$ cat config.mk
export PLATFORM = sky130hd
export DESIGN_NAME = immediate_encoder
export DESIGN_NICKNAME = d
export VERILOG_FILES = /design/src/rtl/immediate_encoder.sv
export SDC_FILE = /design/constraint.sdc
export NUM_CORES = 1
export LEC_CHECK = 0
export CORE_MARGIN = 2
export CORE_UTILIZATION = 35
export DETAILED_ROUTE_END_ITERATION = 7
export GPL_ROUTABILITY_DRIVEN = 1
export PLACE_DENSITY = 0.67
export SYNTH_ARGS = -nofsm -noshare
export SYNTH_HDL_FRONTEND = slang
export SYNTH_SLANG_ARGS = --single-unit
export TNS_END_PERCENT = 1
$ cat constraint.sdc
create_clock -name clk -period 2.79 [get_ports clk]
set_input_delay 0.279 -clock clk [delete_from_list [all_inputs] [get_ports clk]]
set_output_delay 0.279 -clock clk [all_outputs]
set_load 0.02 [all_outputs]
$ cat src/rtl/immediate_encoder.sv
// Packs a 64-bit immediate into the I/S/B/U/J fields of a RISC-V instruction word, behind a 2-entry output buffer.
// Optional build macro IMMENC_RANGE_CHECK_EN also flags immediates that do not fit (or are misaligned for) the chosen format.
module immediate_encoder #(
    parameter int ERR_CNT_W = 16
) (
    input  logic                 clk,
    input  logic                 rstN,
    input  logic                 inValid,
    output logic                 inReady,
    input  logic [2:0]           immType,
    input  logic [63:0]          imm64,
    input  logic [31:0]          baseInst,
    output logic                 outValid,
    input  logic                 outReady,
    output logic [31:0]          encInst,
    output logic                 immErr,
    output logic [ERR_CNT_W-1:0] errCnt
);

    logic [31:0] enc_inst;
    logic        enc_err;
    logic        range_bad;

`ifdef IMMENC_RANGE_CHECK_EN
    // A field fits when every bit above its sign position equals that sign bit.
    logic fits_11, fits_12, fits_20, fits_31;
    assign fits_11 = (&imm64[63:11]) || !(|imm64[63:11]);
    assign fits_12 = (&imm64[63:12]) || !(|imm64[63:12]);
    assign fits_20 = (&imm64[63:20]) || !(|imm64[63:20]);
    assign fits_31 = (&imm64[63:31]) || !(|imm64[63:31]);
`endif

    always_comb begin
        enc_inst  = baseInst;
        enc_err   = 1'b0;
        range_bad = 1'b0;
        case (immType)
            3'b000: begin
                enc_inst[31:20] = imm64[11:0];
`ifdef IMMENC_RANGE_CHECK_EN
                range_bad = !fits_11;
`endif
            end
            3'b001: begin
                enc_inst[31:25] = imm64[11:5];
                enc_inst[11:7]  = imm64[4:0];
`ifdef IMMENC_RANGE_CHECK_EN
                range_bad = !fits_11;
`endif
            end
            3'b010: begin
                enc_inst[31]    = imm64[12];
                enc_inst[30:25] = imm64[10:5];
                enc_inst[11:8]  = imm64[4:1];
                enc_inst[7]     = imm64[11];
`ifdef IMMENC_RANGE_CHECK_EN
                range_bad = !fits_12 || imm64[0];
`endif
            end
            3'b011: begin
                enc_inst[31:12] = imm64[31:12];
`ifdef IMMENC_RANGE_CHECK_EN
                range_bad = !fits_31 || (imm64[11:0] != 12'd0);
`endif
            end
            3'b100: begin
                enc_inst[31]    = imm64[20];
                enc_inst[30:21] = imm64[10:1];
                enc_inst[20]    = imm64[11];
                enc_inst[19:12] = imm64[19:12];
`ifdef IMMENC_RANGE_CHECK_EN
                range_bad = !fits_20 || imm64[0];
`endif
            end
            default: enc_err = 1'b1;
        endcase
        enc_err = enc_err || range_bad;
    end

    // Two-slot buffer: slot0 is the head and is left untouched on the final pop,
    // so the outputs keep showing the last consumed entry while empty.
    logic [31:0] slot0_inst, slot1_inst;
    logic        slot0_err, slot1_err;
    logic [1:0]  count, count_next;
    logic        ready_q;
    logic        push, pop;

    assign outValid = (count != 2'd0);
    assign inReady  = ready_q;
    assign encInst  = slot0_inst;
    assign immErr   = slot0_err;
    assign push     = inValid && ready_q;
    assign pop      = outValid && outReady;

    always_comb begin
        count_next = count;
        case ({push, pop})
            2'b10:   count_next = count + 2'd1;
            2'b01:   count_next = count - 2'd1;
            default: count_next = count;
        endcase
    end

    always_ff @(posedge clk or negedge rstN) begin
        if (!rstN) begin
            count      <= 2'd0;
            ready_q    <= 1'b1;
            slot0_inst <= 32'd0;
            slot0_err  <= 1'b0;
            slot1_inst <= 32'd0;
            slot1_err  <= 1'b0;
            errCnt     <= '0;
        end else begin
            count   <= count_next;
            ready_q <= (count_next != 2'd2);
            if (count == 2'd2 && pop) begin
                slot0_inst <= slot1_inst;
                slot0_err  <= slot1_err;
            end else if (push && (count == 2'd0 || (count == 2'd1 && pop))) begin
                slot0_inst <= enc_inst;
                slot0_err  <= enc_err;
            end
            if (push && count == 2'd1 && !pop) begin
                slot1_inst <= enc_inst;
                slot1_err  <= enc_err;
            end
            if (push && enc_err && (errCnt != {ERR_CNT_W{1'b1}})) begin
                errCnt <= errCnt + 1'b1;
            end
        end
    end

endmodule
==> qor.txt, run 1 <==
CP max-delay cell -> clkdlybuf4s50_1
Tot GR Track Use -> 17.9%
Max-Cap Viols -> 0
Power share of the combinational group -> 40.1%
Avg Synthesized Cell Area -> 9.75 um^2
Sequential fraction of the synthesis area -> 48.3%
Setup slack after layout -> 730 ps
WL/cell -> 15.8 um
Relative slew slack -> 27.1%
Post-synth top area share -> 47.7%
Syn nets -> 559
Setup Viol. Count Final -> 0
Top area cells in the synthesized netlist -> dfrtp_1 (48%), nand2_1 (5.6%), o21ai_0 (4.1%), mux2i_1 (3.2%), mux2_2 (3.1%)
Leakage power -> 2.62 nW
Main flop type after synthesis -> dfrtp_1
Crit share post-route -> 73.8%
Post-Syn Area -> 4410 um^2
Critical Path AT -> 2270 ps
Post_cts resized -> 0
Die height -> 116 um
Clock Sinks -> 85
CP Max Fanout -> 11
Worst setup EP type -> flip-flop
Worst Setup Start Kind -> primary input
Core ar. -> 12200 um^2
RSZ-0062 raised after global routing -> no
HPWL Detailed -> 8200 um
Synth Register Bits -> 85
# IOs -> 154
# diodes -> 0
Root Buffer -> clkbuf_16
CP Launch Point -> immType[1]
Routability Congestion -> 0.800
Post-route minimum period -> 2060 ps
DP Worst Slack -> 411 ps
Cell count along the critical path -> 6
Initial antenna violation count -> 0
Most common cell in the synthesized netlist -> dfrtp_1
Clock skew -> 4.20 ps
# port buffers -> 121
Slew Viols, Final -> 0
Largest net degree at the start of global routing -> 86
Yosys warns -> 0
CTS max path bufs -> 2
Die area -> 13500 um^2
Vias -> 3821
FF-to-FF path depth -> 6
Fmax -> 485 MHz
Clock power frac -> 22.8%
Inserted Clock Buffers -> 9
Worst Path Buf+Inv -> 2
Clock Latency Late Sink -> 340 ps
Worst r2r dst -> slot1_inst[6]
Synthesized instance count -> 452
Initial DRC count -> 259
Synth async-reset ratio -> 100%
Setup CP Type -> in2reg
R2r setup slk -> 760 ps
Pint -> 0.00362 W
Commonest cells in the netlist -> dfrtp_1 (84), nand2_1 (66), o21ai_0 (36)
Worst-path clk slew -> 60 ps
Slew @ Worst Pin -> 1090 ps
Drt total wl -> 11700 um
Worst Path Required -> 3000 ps
Vias in the first global route -> 3841
DRC Markers -> 0
Critical path's largest stage delay -> 640 ps
Setup_tns -> 0 ps
Area grow syn2layout -> 38.7%
Yosys top cell by area -> dfrtp_1
Nets -> 673
Share of cells above drive strength 1 -> 8.96%
Net Switching -> 0.00194 W
1st-pass router iterations -> 5
Total gr overflow -> 0
Htree depth -> 3
Maximum VDD drop -> 0.000436 V
First-pass GRT wire length -> 18700 um
Worst hold path class -> in2async
Worst R2R Start -> count[0]
Post-CTS Hold Buffers -> 0
Post-DRT Antenna Nets -> 0
Switching share of power -> 34.9%
Pwr per Cell Area -> 910 nW/um^2
End of the critical path -> slot1_inst[10]
Synth cell types -> 58
Post-synth EDFFs -> 0
Largest delay contributor family on the critical path -> buffers and inverters
CTS tree -> built
Final Hold Fails -> 0
Initial core utilization -> 36.2%
Vias per std cell -> 5.18
Postcts setup bufs -> 0
Die width -> 116 um
Critical Path, Cell by Cell -> clkdlybuf4s50_1, buf_4, xnor2_1, nor2_1, a21boi_0, o21ai_0
Status -> finished clean
Sequential Power Share -> 37.1%
Cell Rows -> 40
[worst min-delay path by stage]
stage,end,from,cells past startpoint,slack (ps)
after floorplan,count[0],rstN,0,-20
after global placement,slot1_inst[27],slot1_inst[27],1,460
after detailed placement,slot1_inst[29],slot1_inst[29],1,470
after CTS,errCnt[14],rstN,1,190
after global routing,errCnt[12],rstN,1,230
final,errCnt[14],rstN,1,110
[state kept, by name, summed over array words and instances (netlist names)]
name	cells
errCnt	16
encInst	32
slot1_err	1
slot1_inst	32
immErr	1
inReady	1
count	2
[layout make-up]
type                    instances  area [um^2]
clock buffers                  10          239
clock inverters                 4         73.8
fillers                      1107         6050
inverters                      11         41.3
multi-input cells             327         2100
flip-flops and latches         85         2130
well taps                     168          210
repair buffers                132         1320
[cells in the final DEF (no fill, tap or decap), drive strengths merged, types with 7 or more instances in the layout]
master         instances
dfrtp                 84
o211ai                12
inv                   11
clkbuf                10
a21oi                 24
mux2i                 14
a31oi                  8
nor3                   7
clkdlybuf4s50        120
nand3                 18
mux2                  15
nand2                 66
nor2                  30
xnor2                  7
o21ai                 37
buf                   12
a211oi                 7
[cell families (layout without fill, tap and decap cells)]
family / count (synthesis) / in the layout / synth area share [%]
xor gates and xnor gates: 13 / 13 / 2.58
AOI/OAI and AO/OA: 131 / 131 / 19.9
and+or+nand+nor: 149 / 149 / 16.8
muxes: 29 / 29 / 7.10
adders and majority gates: 5 / 5 / 1.36
buffers and inverters: 40 / 157 / 3.95
DFF: 85 / 85 / 48.3
[through the flow]
stage | cell area, um^2 | util, % | hold slack [ps] | cells | total power, W
finish | 6110 | 50.3 | 111 | 737 | 0.00556
detailed placement | 5800 | 47.7 | 467 | 723 | 0.00434
global placement | 5800 | 47.7 | 459 | 723 | 0.00425
floorplan | 4410 | - | -16.6 | 452 | 0.00332
global route | 6110 | 50.3 | 228 | 737 | 0.00593
CTS | 6110 | 50.3 | 187 | 737 | 0.00564
[power groups by stage]
| stage | clock [W] | sequential [W] | combinational, W |
|---|---|---|---|
| 6_report | 0.00127 | 0.00206 | 0.00223 |
| 3_3_place_gp | 0 | 0.00205 | 0.00220 |
| 4_1_cts | 0.00131 | 0.00206 | 0.00227 |
| 2_1_floorplan | 0 | 0.00234 | 0.000990 |
| 3_5_place_dp | 0 | 0.00208 | 0.00226 |
| 5_1_grt | 0.00135 | 0.00212 | 0.00246 |
[worst register-to-register path, cell delays in order (launching register included)]
cell	delay (ps)
dfrtp_1	350
inv_1	90
ha_1	240
nor2b_1	370
nand3b_1	220
buf_12	270
mux2_2	390
[per-layer routing]
| metal | GRT usage (%) | wire length, um |
|---|---|---|
| met1 | 22.7 | 5190 |
| met2 | 29.5 | 5630 |
| met4 | 5.48 | 142 |
| met5 | 0 | 0 |
| met3 | 5.50 | 709 |
Note: power is estimated with default switching activity, not from simulation.
==> inputs of run 2 (changes only) <==
Settings changed: PLACE_DENSITY 0.67 to 0.69.
Clock period 2.79 ns to 1.7 ns, I/O delays scaled along.
==> run 2 against run 1 <==
Clock skew is 4.1 ps higher. Worst hold slack improved by 290 ps. Final cell count grew 6.4%. Combinational power rose by 87%. Highest routed layer unchanged. Routed wire length up 9.3%. Sequential power increased by 63%. Critical path depth fell by 2.
==> qor.txt, run 2 (synthesized netlist as in run 1, its figures left out) <==
Fin area -> 6630 um^2 (was 6110 um^2)
Htree depth -> 3 (unchanged)
Setup Viol. Count Final -> 0 (unchanged)
Vias per std cell -> 5.13 (was 5.18)
Dpl cells -> 763 (was 723)
Post-DRT Antenna Nets -> 0 (unchanged)
Slew @ Worst Pin -> 470 ps (was 1090 ps)
Inserted Clock Buffers -> 9 (unchanged)
Non-Filler Instances -> 784 (was 737)
Setup CP Type -> reg2reg (was in2reg)
Initial core utilization -> 36.2% (unchanged)
Drt total wl -> 12800 um (was 11700 um)
Final Hold Fails -> 0 (unchanged)
Root Buffer -> clkbuf_16 (unchanged)
Leakage power -> 2.92 nW (was 2.62 nW)
Die height -> 116 um (unchanged)
Maximum VDD drop -> 0.000872 V (was 0.000436 V)
Status -> finished clean (unchanged)
DRC Markers -> 0 (unchanged)
Share of cells above drive strength 1 -> 18.2% (was 8.96%)
HPWL Detailed -> 9100 um (was 8200 um)
Post-route minimum period -> 1700 ps
Final Core Density -> 54.5% (was 50.3%)
Final hold slack -> 400 ps (was 111 ps)
Worst Setup Start Kind -> flip-flop (was primary input)
Switching share of power -> 35.1% (was 34.9%)
Crit share post-route -> 100%
Worst-path clk slew -> 60 ps (about the same)
Tot GR Track Use -> 19.5% (was 17.9%)
First-pass GRT wire length -> 20400 um (was 18700 um)
CTS tree -> built (unchanged)
Worst setup EP type -> flip-flop (unchanged)
Fmax -> 588 MHz
Worst hold path class -> in2async (unchanged)
Clock Sinks -> 85 (unchanged)
WL/cell -> 16.3 um (was 15.8 um)
1st-pass router iterations -> 5 (unchanged)
Net Switching -> 0.00336 W (was 0.00194 W)
Power share of the combinational group -> 43.5% (was 40.1%)
Die area -> 13500 um^2 (unchanged)
# IOs -> 154 (unchanged)
Commonest non-fill, non-tap cell in the layout -> clkdlybuf4s50_1 (unchanged)
Filler Cells Inserted -> 1087 (was 1107)
Pwr per Cell Area -> 1440 nW/um^2 (was 910 nW/um^2)
Worst Path Required -> 1920 ps (was 3000 ps)
Clock power frac -> 21.4% (was 22.8%)
Sequential Power Share -> 35.1% (was 37.1%)
Area grow syn2layout -> 50.5% (was 38.7%)
Critical Path AT -> 1920 ps (was 2270 ps)
Core ar. -> 12200 um^2 (unchanged)
Total gr overflow -> 0 (unchanged)
CP Max Fanout -> 4 (was 11)
RSZ-0062 raised after global routing -> yes (was no)
Initial antenna violation count -> 0 (unchanged)
Vias -> 4019 (was 3821)
Commonest cells after routing, fill and taps aside -> clkdlybuf4s50_1 (116), dfrtp_1 (84), nand2_1 (65), buf_4 (45), o21ai_0 (34) (was clkdlybuf4s50_1 (120), dfrtp_1 (84), nand2_1 (66), o21ai_0 (36), nor2_1 (29))
Die width -> 116 um (unchanged)
CTS max path bufs -> 2 (unchanged)
Routability Congestion -> 0.843 (was 0.800)
Relative slew slack -> 68.7% (was 27.1%)
Slew Viols, Final -> 0 (unchanged)
Clock Latency Late Sink -> 340 ps (about the same)
# diodes -> 0 (unchanged)
Cell Rows -> 40 (unchanged)
R2r setup slk -> 0.4 ps (was 760 ps)
# port buffers -> 121 (unchanged)
Initial DRC count -> 236 (was 259)
Pint -> 0.00620 W (was 0.00362 W)
Vias in the first global route -> 4230 (was 3841)
Largest net degree at the start of global routing -> 86 (unchanged)
Max-Cap Viols -> 0 (unchanged)
Clock skew -> 8.34 ps (was 4.20 ps)
Post-DP Area -> 6180 um^2 (was 5800 um^2)
Nets -> 718 (was 673)
## run 2: worst max-delay path, stage by stage (launching register included)
cell and delay [ps]:
dfstp_2 570, o2111ai_4 110, or3_4 390, nor4_4 180
mux2_1 340
## run 2: layout make-up
type | count | area, um^2 | area share (%)
Multi-Input combinational cell | 327 | 2180 | 32.9
Clock inverter | 3 | 42.5 | 0.642
Sequential cell | 85 | 2130 | 32.1
Tap cell | 168 | 210 | 3.17
Inverter | 11 | 41.3 | 0.623
Timing Repair Buffer | 177 | 1760 | 26.5
Clock buffer | 13 | 270 | 4.08
## run 2: power groups by stage
stage	registers [W]	clock network (W)	logic, W
global placement	0.00334	0	0.00391
CTS	0.00335	0.00210	0.00406
finish	0.00336	0.00204	0.00416
floorplan	0.00383	0	0.00162
detailed placement	0.00338	0	0.00403
global route	0.00346	0.00218	0.00454
## run 2: final timing paths
| path | startpoint | end | depth (start not counted) |
|---|---|---|---|
| hold / removal | rstN | errCnt[14] | 3 |
| setup / recovery | inReady | errCnt[15] | 4 |
| setup reg to reg | inReady | errCnt[15] | 4 |
| max in group asynchronous | rstN | encInst[16] | 3 |
| hold reg to reg | slot1_inst[13] | slot1_inst[13] | 2 |
| min in group clk | baseInst[1] | encInst[1] | 3 |
## run 2: layer usage
metal  vias up  track usage [%]  routed length (um)
met2       104             34.0                6370
met5         -                0                   0
li1       1945                -                   -
met3        21             4.41                 612
met4         0             7.14                 235
met1      1949             23.6                5550
## run 2: stage by stage
step	setup slack, ps	TNS (ps)	power, W
final	0.362	0	0.00956
after global placement	-265	-10420	0.00725
after floorplan	-72.9	-735	0.00546
after global routing	-81.7	-420	0.0102
after detailed placement	-293	-13020	0.00741
after CTS	-23.1	-23.1	0.00951
## run 2: what timing repair did
action | in CTS | in global routing
cloned | 0 | 1
gates resized for setup | 7 | 20
endpoints found under the setup margin | 39 | 76
hold endpoints to repair | 84 | 0
pin swaps | 0 | 2
hold buffers | 1 | 0
setup buffers | 0 | 3
==> inputs of run 3 (changes only) <==
Settings changed: ABC_CLOCK_PERIOD_IN_PS set to 1700.
==> results of run 3 <==
The final DEF is identical to that of run 2; final timing and power are the same.
